==> config.mk <==
export PLATFORM = sky130hd
export DESIGN_NAME = kronos_lsu_seq
export DESIGN_NICKNAME = d
export VERILOG_FILES = /design/src/rtl/kronos_lsu_seq_pkg.sv /design/src/rtl/kronos_lsu_align.sv /design/src/rtl/kronos_lsu_seq.sv
export SDC_FILE = /design/constraint.sdc
export NUM_CORES = 1
export LEC_CHECK = 0
export ABC_AREA = 1
export CORE_ASPECT_RATIO = 1.1
export CORE_MARGIN = 2
export CORE_UTILIZATION = 25
export CTS_CLUSTER_SIZE = 25
export DETAILED_ROUTE_END_ITERATION = 8
export PLACE_DENSITY_LB_ADDON = 0.15
export SYNTH_ARGS = -nofsm -noshare
export SYNTH_HDL_FRONTEND = slang
export SYNTH_SLANG_ARGS = --single-unit
==> constraint.sdc <==
create_clock -name clk -period 3.3 [get_ports clk]
set_clock_uncertainty 0.2 [all_clocks]
set_input_delay 0.66 -clock clk [delete_from_list [all_inputs] [get_ports clk]]
set_output_delay 0.66 -clock clk [all_outputs]
set_load 0.05 [all_outputs]
==> src/rtl/kronos_lsu_seq_pkg.sv <==
// Shared types and helpers for the Kronos load/store sequencer.
//   lsu_state_e          : sequencer FSM states
//   SIZE_BYTE/HALF/WORD  : data_size encodings (3 behaves as word)
//   LOAD/STORE_ACCESS_FAULT : trap causes WB raises when bus_error is reported
//   size_mask / size_bytes / is_misaligned : size decode helpers
package kronos_lsu_seq_pkg;

  typedef enum logic [1:0] {
    LSU_IDLE = 2'd0,
    LSU_ACC0 = 2'd1,
    LSU_ACC1 = 2'd2,
    LSU_FIN  = 2'd3
  } lsu_state_e;

  localparam logic [1:0] SIZE_BYTE = 2'd0;
  localparam logic [1:0] SIZE_HALF = 2'd1;
  localparam logic [1:0] SIZE_WORD = 2'd2;

  localparam logic [3:0] LOAD_ACCESS_FAULT  = 4'd5;
  localparam logic [3:0] STORE_ACCESS_FAULT = 4'd7;

  // Byte-enable pattern of an access before lane placement.
  function automatic logic [3:0] size_mask(input logic [1:0] size);
    unique case (size)
      SIZE_BYTE: return 4'h1;
      SIZE_HALF: return 4'h3;
      default:   return 4'hF;
    endcase
  endfunction

  function automatic logic [2:0] size_bytes(input logic [1:0] size);
    unique case (size)
      SIZE_BYTE: return 3'd1;
      SIZE_HALF: return 3'd2;
      default:   return 3'd4;
    endcase
  endfunction

  function automatic logic is_misaligned(input logic [1:0] addr_lo, input logic [1:0] size);
    unique case (size)
      SIZE_BYTE: return 1'b0;
      SIZE_HALF: return addr_lo[0];
      default:   return |addr_lo;
    endcase
  endfunction

endpackage

==> src/rtl/kronos_lsu_align.sv <==
// Load alignment: picks the addressed bytes out of the two captured bus
// words and sign/zero-extends them to 32 bits. Purely combinational.
//   lane_data : {w1[23:0], w0}; the top byte of w1 can never be addressed
//   offset    : byte offset of the access inside w0
//   size      : data_size encoding
//   uns       : zero-extend when set
//   result    : extended load value
module kronos_lsu_align
  import kronos_lsu_seq_pkg::*;
(
  input  logic [55:0] lane_data,
  input  logic [1:0]  offset,
  input  logic [1:0]  size,
  input  logic        uns,
  output logic [31:0] result
);

  logic [31:0] shifted;

  always_comb begin
    unique case (offset)
      2'd0:    shifted = lane_data[31:0];
      2'd1:    shifted = lane_data[39:8];
      2'd2:    shifted = lane_data[47:16];
      default: shifted = lane_data[55:24];
    endcase

    unique case (size)
      SIZE_BYTE: result = {{24{~uns & shifted[7]}},  shifted[7:0]};
      SIZE_HALF: result = {{16{~uns & shifted[15]}}, shifted[15:0]};
      default:   result = shifted;
    endcase
  end

endmodule

==> src/rtl/kronos_lsu_seq.sv <==
// Kronos load/store sequencer. Takes one load or store per start pulse in
// IDLE and runs it on the single-port data bus, splitting word-boundary
// crossings into two word beats (or trapping them when MISALIGNED_TRAP=1).
// Ports:
//   clk, rstz                 : clock, asynchronous active-low reset
//   start, ld, st, addr, store_data, data_size, data_uns, rd : request
//   done, bus_error           : one-cycle completion pulse and its error flag
//   load_data, load_rd, load_write : register write-back
//   addr_misaligned           : combinational alignment check of the request
//   data_*                    : data bus
// Bus handshake: data_req rises with data_addr/data_wr_* valid and all of them
// hold steady until data_ack; a beat completes on the clock edge where
// data_req and data_ack are both high. A split access re-requests the next
// word on that same edge, so there is no idle cycle between beats.
module kronos_lsu_seq
  import kronos_lsu_seq_pkg::*;
#(
  parameter bit          MISALIGNED_TRAP = 1'b0,
  parameter int unsigned ACK_TIMEOUT     = 0,
  parameter int unsigned TIMEOUT_W       = 8
) (
  input  logic        clk,
  input  logic        rstz,
  input  logic        start,
  input  logic        ld,
  input  logic        st,
  input  logic [31:0] addr,
  input  logic [31:0] store_data,
  input  logic [1:0]  data_size,
  input  logic        data_uns,
  input  logic [4:0]  rd,
  output logic        done,
  output logic [31:0] load_data,
  output logic [4:0]  load_rd,
  output logic        load_write,
  output logic        addr_misaligned,
  output logic        bus_error,
  output logic [31:0] data_addr,
  input  logic [31:0] data_rd_data,
  output logic [31:0] data_wr_data,
  output logic [3:0]  data_wr_mask,
  output logic        data_wr_en,
  output logic        data_req,
  input  logic        data_ack
);

  lsu_state_e state, state_d;

  // Request fields latched on acceptance.
  logic [4:0]  rd_q;
  logic [1:0]  size_q, off_q;
  logic        uns_q, ld_q, cross_q;
  logic [31:0] sd_q, w0_q, w0_d;

  logic [TIMEOUT_W-1:0] cnt, cnt_d, cnt_inc;

  logic        done_d, load_write_d, bus_error_d, data_wr_en_d, data_req_d;
  logic [31:0] load_data_d, data_addr_d, data_wr_data_d;
  logic [4:0]  load_rd_d;
  logic [3:0]  data_wr_mask_d;

  logic        accept, trap, cross_in, timeout_hit, fin, fin_err;
  logic [7:0]  mask8_in, mask8_q;
  logic [31:0] align_data;

  assign addr_misaligned = (ld | st) & is_misaligned(addr[1:0], data_size);

  assign accept   = (state == LSU_IDLE) && start && (ld || st);
  assign trap     = MISALIGNED_TRAP && addr_misaligned;
  assign cross_in = ({2'b00, addr[1:0]} + {1'b0, size_bytes(data_size)}) > 4'd4;

  // Byte enables over the two words touched; [3:0] first beat, [7:4] second.
  assign mask8_in = {4'b0000, size_mask(data_size)} << addr[1:0];
  assign mask8_q  = {4'b0000, size_mask(size_q)} << off_q;

  assign cnt_inc     = cnt + TIMEOUT_W'(1);
  assign timeout_hit = (ACK_TIMEOUT != 0) && (cnt_inc == TIMEOUT_W'(ACK_TIMEOUT));

  // The final beat's data is still on the bus when the result is formed, so
  // the live read data stands in for whichever word was not yet captured.
  kronos_lsu_align u_align (
    .lane_data ({data_rd_data[23:0], (state == LSU_ACC0) ? data_rd_data : w0_q}),
    .offset    (off_q),
    .size      (size_q),
    .uns       (uns_q),
    .result    (align_data)
  );

  always_ff @(posedge clk or negedge rstz) begin
    if (!rstz) state <= LSU_IDLE;
    else       state <= state_d;
  end

  always_comb begin
    state_d        = state;
    cnt_d          = cnt;
    w0_d           = w0_q;
    fin            = 1'b0;
    fin_err        = 1'b0;
    done_d         = 1'b0;
    load_write_d   = 1'b0;
    bus_error_d    = 1'b0;
    load_data_d    = load_data;
    load_rd_d      = load_rd;
    data_addr_d    = data_addr;
    data_wr_data_d = data_wr_data;
    data_wr_mask_d = data_wr_mask;
    data_wr_en_d   = data_wr_en;
    data_req_d     = data_req;

    unique case (state)
      LSU_IDLE: begin
        if (accept) begin
          if (trap) begin
            state_d = LSU_FIN;
            done_d  = 1'b1;
          end else begin
            state_d        = LSU_ACC0;
            cnt_d          = '0;
            data_addr_d    = {addr[31:2], 2'b00};
            data_req_d     = 1'b1;
            data_wr_en_d   = st;
            data_wr_mask_d = st ? mask8_in[3:0] : 4'h0;
            data_wr_data_d = store_data << {addr[1:0], 3'b000};
          end
        end
      end
      LSU_ACC0, LSU_ACC1: begin
        if (data_ack) begin
          if (state == LSU_ACC0) w0_d = data_rd_data;
          if (state == LSU_ACC0 && cross_q) begin
            state_d        = LSU_ACC1;
            cnt_d          = '0;
            data_addr_d    = data_addr + 32'd4;
            data_wr_mask_d = data_wr_en ? mask8_q[7:4] : 4'h0;
            // Second beat carries the bytes that spilled past the word end.
            data_wr_data_d = sd_q >> (6'd32 - {1'b0, off_q, 3'b000});
          end else begin
            fin = 1'b1;
          end
        end else if (timeout_hit) begin
          fin     = 1'b1;
          fin_err = 1'b1;
        end else begin
          cnt_d = cnt_inc;
        end
      end
      LSU_FIN: state_d = LSU_IDLE;
    endcase

    if (fin) begin
      state_d        = LSU_FIN;
      done_d         = 1'b1;
      bus_error_d    = fin_err;
      data_req_d     = 1'b0;
      data_wr_en_d   = 1'b0;
      data_wr_mask_d = 4'h0;
      if (ld_q && !fin_err) begin
        load_write_d = 1'b1;
        load_rd_d    = rd_q;
        load_data_d  = align_data;
      end
    end
  end

  // A request with both ld and st set is handled as a store.
  always_ff @(posedge clk or negedge rstz) begin
    if (!rstz) begin
      rd_q    <= '0;
      size_q  <= '0;
      off_q   <= '0;
      uns_q   <= 1'b0;
      ld_q    <= 1'b0;
      cross_q <= 1'b0;
      sd_q    <= '0;
    end else if (accept) begin
      rd_q    <= rd;
      size_q  <= data_size;
      off_q   <= addr[1:0];
      uns_q   <= data_uns;
      ld_q    <= ld & ~st;
      cross_q <= cross_in;
      sd_q    <= store_data;
    end
  end

  always_ff @(posedge clk or negedge rstz) begin
    if (!rstz) begin
      cnt          <= '0;
      w0_q         <= '0;
      done         <= 1'b0;
      load_write   <= 1'b0;
      bus_error    <= 1'b0;
      load_data    <= '0;
      load_rd      <= '0;
      data_addr    <= '0;
      data_wr_data <= '0;
      data_wr_mask <= '0;
      data_wr_en   <= 1'b0;
      data_req     <= 1'b0;
    end else begin
      cnt          <= cnt_d;
      w0_q         <= w0_d;
      done         <= done_d;
      load_write   <= load_write_d;
      bus_error    <= bus_error_d;
      load_data    <= load_data_d;
      load_rd      <= load_rd_d;
      data_addr    <= data_addr_d;
      data_wr_data <= data_wr_data_d;
      data_wr_mask <= data_wr_mask_d;
      data_wr_en   <= data_wr_en_d;
      data_req     <= data_req_d;
    end
  end

endmodule

Yosys cells after proc, flatten, opt, wreduce, memory -nomap -nowiden. Index checks and enable logic that the tools add are counted.

Register bits: 187. Output and inout bits: 111.

Add/subtract/negate cells: 3. $lt $le $gt $ge: 1. Eq/ne operators: 13. Shift operators: 4. Mux-type cells: 39. Bitwise gates (word level): 7. Reductions and logical operators: 20.

Operator list (count): 32-bit 2-to-1 mux (7); 32-bit one-hot mux with 2 select lines (3); 32-bit one-hot mux with 3 select lines (1); 32-bit by 3-bit adder with 32-bit output (second input constant) (1); 32-bit by 5-bit left shift with 32-bit output (1); 32-bit by 6-bit >> shifter with 32-bit output (1); 4-bit 2-to-1 mux (6); 4-bit one-hot mux with 2 select lines (3); 1-bit 2-to-1 mux (12); 3-bit inequality test (second input constant) (3); 2-bit by 1-bit equality test with 1-bit output (second input constant) (4); 2-bit zero test (4); 2-bit 2-to-1 mux (4); 4-bit AND reduction (2); 4-bit by 2-bit left shift with 8-bit output (1); 2-bit equality test (second input constant) (3); 2-bit inequality test (second input constant) (3); 2-bit one-hot mux with 3 select lines (1); 3-bit one-hot mux with 2 select lines (1); 2-bit AND reduction (3); 2-bit nonzero test (3); 6-bit by 5-bit subtractor with 6-bit output (first input constant) (1); 2-bit by 3-bit adder with 4-bit output (1); 1-bit AND (4); 10 further kinds (14).

Depth between registers and ports, before layout.
Depth after elaboration: 8. Mapped depth: 14. Depth with buffers taken out: 13.

Modules after synthesis. From an unflattened synthesis, not the netlist that was laid out.

Cell total of the unflattened synthesis: 1614. Area total of the unflattened synthesis: 11053.1 µm².

By module, submodules not included: kronos_lsu_seq (instances 1, cells each 1354, area each 9854.5 µm², sequential area each 4629.4 µm²); kronos_lsu_align (instances 1, cells each 260, area each 1198.6 µm², sequential area each 0.0 µm²).

Worst setup path before layout. No wires, ideal clock.

Path type: in2out. Start: input addr[0]. End: output addr_misaligned. Data arrival time: 2304 ps. Data required time: 2440 ps. Path slack: 136 ps. Cell stages on the path: 4. Buffers on the path: 2. Cell sequence: clkbuf_1 inv_1 clkbuf_1 a211oi_1.

Cells in the longest elaborated chain, start to end: 3.

RTL lines: start: declaration (RTL line kronos_lsu_seq.sv:27) `input logic [31:0] addr,`; 2-bit OR reduction (RTL line kronos_lsu_seq_pkg.sv:43) `default: return |addr_lo;`; 1-bit one-hot mux with 2 select lines (*) (RTL line kronos_lsu_seq_pkg.sv:40) `unique case (size)`; 1-bit AND (*) (RTL line kronos_lsu_seq.sv:66) `assign addr_misaligned = (ld | st) & is_misaligned(addr[1:0], data_size);`; end: declaration (RTL line kronos_lsu_seq.sv:36) `output logic addr_misaligned,`.

Every way passes the cells marked *; elsewhere a longest branch is shown, timed or not.

Worst setup path after layout. Same ends and word-level chain as after synthesis.

==> out/qor.csv <==
stage,metric,value,unit
grt,total grt overflow,0,
yosys,Compound-Gate Fraction of Synth Area,0.167,
sta,Final setup viols,0,
cts,Worst-path clk slew,0.08,ns
yosys,largest family of logic cells by synthesized area,simple AND/OR/NAND/NOR gates,
yosys,Post-Synth XOR/XNOR Area,0.00238,
yosys,"Seq/Total Area, Yosys",0.420,
yosys,most common cell in the synthesized netlist,nand2_1,
layout,Layout area overhead,30.3,%
pwr,sw power,8.64,mW
worst_setup_path,worst flop-to-flop path endpoint,load_data[13]$_DFFE_PN0P_,
yosys,"area leader, netlist",dfrtp_1,
sta,TNS Setup,0,ns
grt,largest net degree at the start of global routing,71,
pwr,part of the power in the clock network,0.124,
yosys,Synth top area share,0.420,
floorplan,Die ar.,45800,um2
worst_setup_path,startpoint type of the worst setup path,input port,
yosys,Synthesis Warnings,0,
sta,Max Freq,0.347,GHz
route,vias,11000,
placement,port bufs,217,
sta,Max Slew Vio Count,0,
sta,"Hold Vio Cnt, Final",0,
floorplan,# rows,80,
yosys,Synth Area in Adders,0.0132,
pwr,Sw Ratio,0.537,
worst_setup_path,RR Startpoint,state[0]$_DFFE_PN0P_,
route,drt wl/cell,17.4,um
sta,Slew headroom,0.555,
route,post-route antenna net violation count,0,
cts,TritonCTS Buffers,17,
pwr,Comb pwr share,0.621,
layout,ratio of cells with drive above 1 in the final layout,0.0628,
placement,Place WS,0.357,ns
yosys,Post-synth ARST share,1.00,
floorplan,Initial Util,0.254,
sta,actual slew at the worst max-slew pin,0.667,ns
route,Iter 0 DRT Violations,687,
cts,H-tree depth,4,
cts,CTS Root Cell,clkbuf_16,
worst_setup_path,R2R setup slack,0.67,ns
cts,clock latency on the worst-skew pair,0.46,ns
cts,# Post-CTS Setup Buffers,0,
yosys,synthesis-stage register bit count,185,
worst_setup_path,Critical Path Fanout Max,5,
grt,first-pass GRT wire length,63900,um
grt,vias in the first global route,11000,
run,Max Cap Viol,0,
layout,# fillers,4726,
floorplan,CORE AREA,43400,um2
yosys,simple-gate share of the synthesized area,0.304,
pwr,Seq pwr share,0.254,
route,"wirelength, routed",41100,um
yosys,number of synthesized flops with an enable pin,0,
sta,final worst slack,0.421,ns
worst_setup_path,"Data arrival, critical path",2.02,ns
yosys,Mapped Cells,1592,
floorplan,Top-Level Pins,221,
worst_setup_path,Worst Setup End Kind,output pin,
cts,CTS Buffer Depth,2,
min_path,HP Class,in -> async,
placement,GP Congestion,0.867,
worst_setup_path,Crit path required time,2.44,ns
layout,# diodes,0,
cts,TritonCTS clock tree,yes,
yosys,Avg Inst Size Synth,6.92,um2
layout,NumNets Final,1892,
yosys,synthesized area,11000,um2
pwr,Pint,7.43,mW
yosys,Netlist cell types,43,
yosys,Synth area leaders,"dfrtp_1 (42%), nand2_1 (19%), o21ai_0 (7.9%)",
yosys,post-synthesis mux area share,0.00273,
pwr,Worst VDD drop,0.483,mV
yosys,Post-synth top cells,"nand2_1 (551), dfrtp_1 (185), o21ai_0 (173), nor2_1 (137), inv_1 (135)",
yosys,Synth Flop Type,dfrtp_1,
sta,"Period Utilization, post-route",0.873,
grt,initial antenna violation count,0,
floorplan,die height,224,um
grt,All-Layer GR Usage,0.182,
cts,Hold Buf Count CTS,0,
route,DR vias/cell,4.67,
worst_setup_path,worst-case reg-to-reg path depth,12,
worst_setup_path,Crit Path Category,in -> out,
placement,Final HPWL DP,29700,um
sta,Tmin final,2.88,ns
pwr,PwrDens,1120,nW/um2
route,DRC,0,
route,DRT Pass-1 Iters,5,
floorplan,Die X,204,um
cts,Sink Count,185,
pwr,LEAKAGE,6.48,nW
cts,Resize count post-CTS,0,
run_status,status,completed,
sta,RSZ-0062 raised after global routing,false,
registers in the layout, summed over array words and instances (netlist names):
register      flops
load_write        1
ld_q              1
load_data        32
load_rd           5
size_q            2
data_wr_mask      4
data_addr        30
sd_q             32
state             2
uns_q             1
w0_q             32
done              1
off_q             2
cross_q           1
rd_q              5
data_wr_en        1
data_req          1
data_wr_data     32
logic make-up after synthesis:
family | Yosys count
AOI/OAI and AO/OA | 332
xor gates and xnor gates | 3
adders and majority gates | 11
buffers and inverters | 237
DFF | 185
muxes | 3
other | 1
and+or+nand+nor | 820
worst max-delay path: stages:
cell and delay (ns):
clkdlybuf4s50_1 0.64, a21oi_1 0.14, a211oi_1 0.38, buf_12 0.20
final cells by class:
type	instances	area [um2]	area share
clock buffer	18	429	0.0299
multi-input combinational	1172	5400	0.376
inverter	145	544	0.0379
timing repair buffer	250	2520	0.176
sequential	185	4630	0.322
tap	574	718	0.0500
clock inverter	14	115	0.00802
stage by stage:
step,util,total power [mW],area [um2],cells,hold WS (ns)
after global placement,0.318,14.2,13800,2326,0.265
after CTS,0.331,16.3,14400,2358,0.0159
after floorplan,-,10.8,11000,1594,0.164
after detailed placement,0.318,14.2,13800,2326,0.266
final,0.331,16.1,14400,2358,0.0376
after global routing,0.331,17.4,14400,2358,0.0675
layout by cell type, fill, tap and decap left out, drive strengths merged, types with 5 or more instances in the layout:
master,n
nand2,554
clkdlybuf4s50,215
o21ai,186
dfrtp,185
inv,148
nor2,139
nand3,84
a21oi,78
buf,34
or2,29
clkbuf,19
a31oi,18
o221ai,15
o211ai,12
a41oi,10
ha,10
clkinv,9
nand3b,8
o22ai,5
routing by layer:
layer | vias to the layer above | global-route usage | wire, um | part of all wire
met3 | 55 | 0.0358 | 2080 | 0.051
met4 | 0 | 0.0701 | 1140 | 0.028
met1 | 5187 | 0.238 | 18700 | 0.45
met2 | 292 | 0.295 | 19200 | 0.47
met5 | - | 0 | 0 | 0
li1 | 5488 | - | - | -
power by group through the flow:
stage,Clock (mW),Combinational [mW],Sequential (mW)
6_report,2.00,9.99,4.08
4_1_cts,2.09,10.1,4.11
2_1_floorplan,0,4.88,5.89
5_1_grt,2.16,11.0,4.24
3_5_place_dp,0,10.1,4.14
3_3_place_gp,0,10.0,4.15
how the worst max path moves through the flow:
stage               cells after the start      from  slack (ns)                        end
CTS                                     4   addr[0]        0.40            addr_misaligned
finish                                  4   addr[0]        0.42            addr_misaligned
global placement                       10  data_ack        0.41  load_data[20]$_DFFE_PN0P_
floorplan                               4   addr[0]        0.14            addr_misaligned
global route                            4   addr[0]        0.33            addr_misaligned
detailed placement                     10  data_ack        0.36  load_data[26]$_DFFE_PN0P_
No activity file was read; power rests on OpenSTA's default activity.
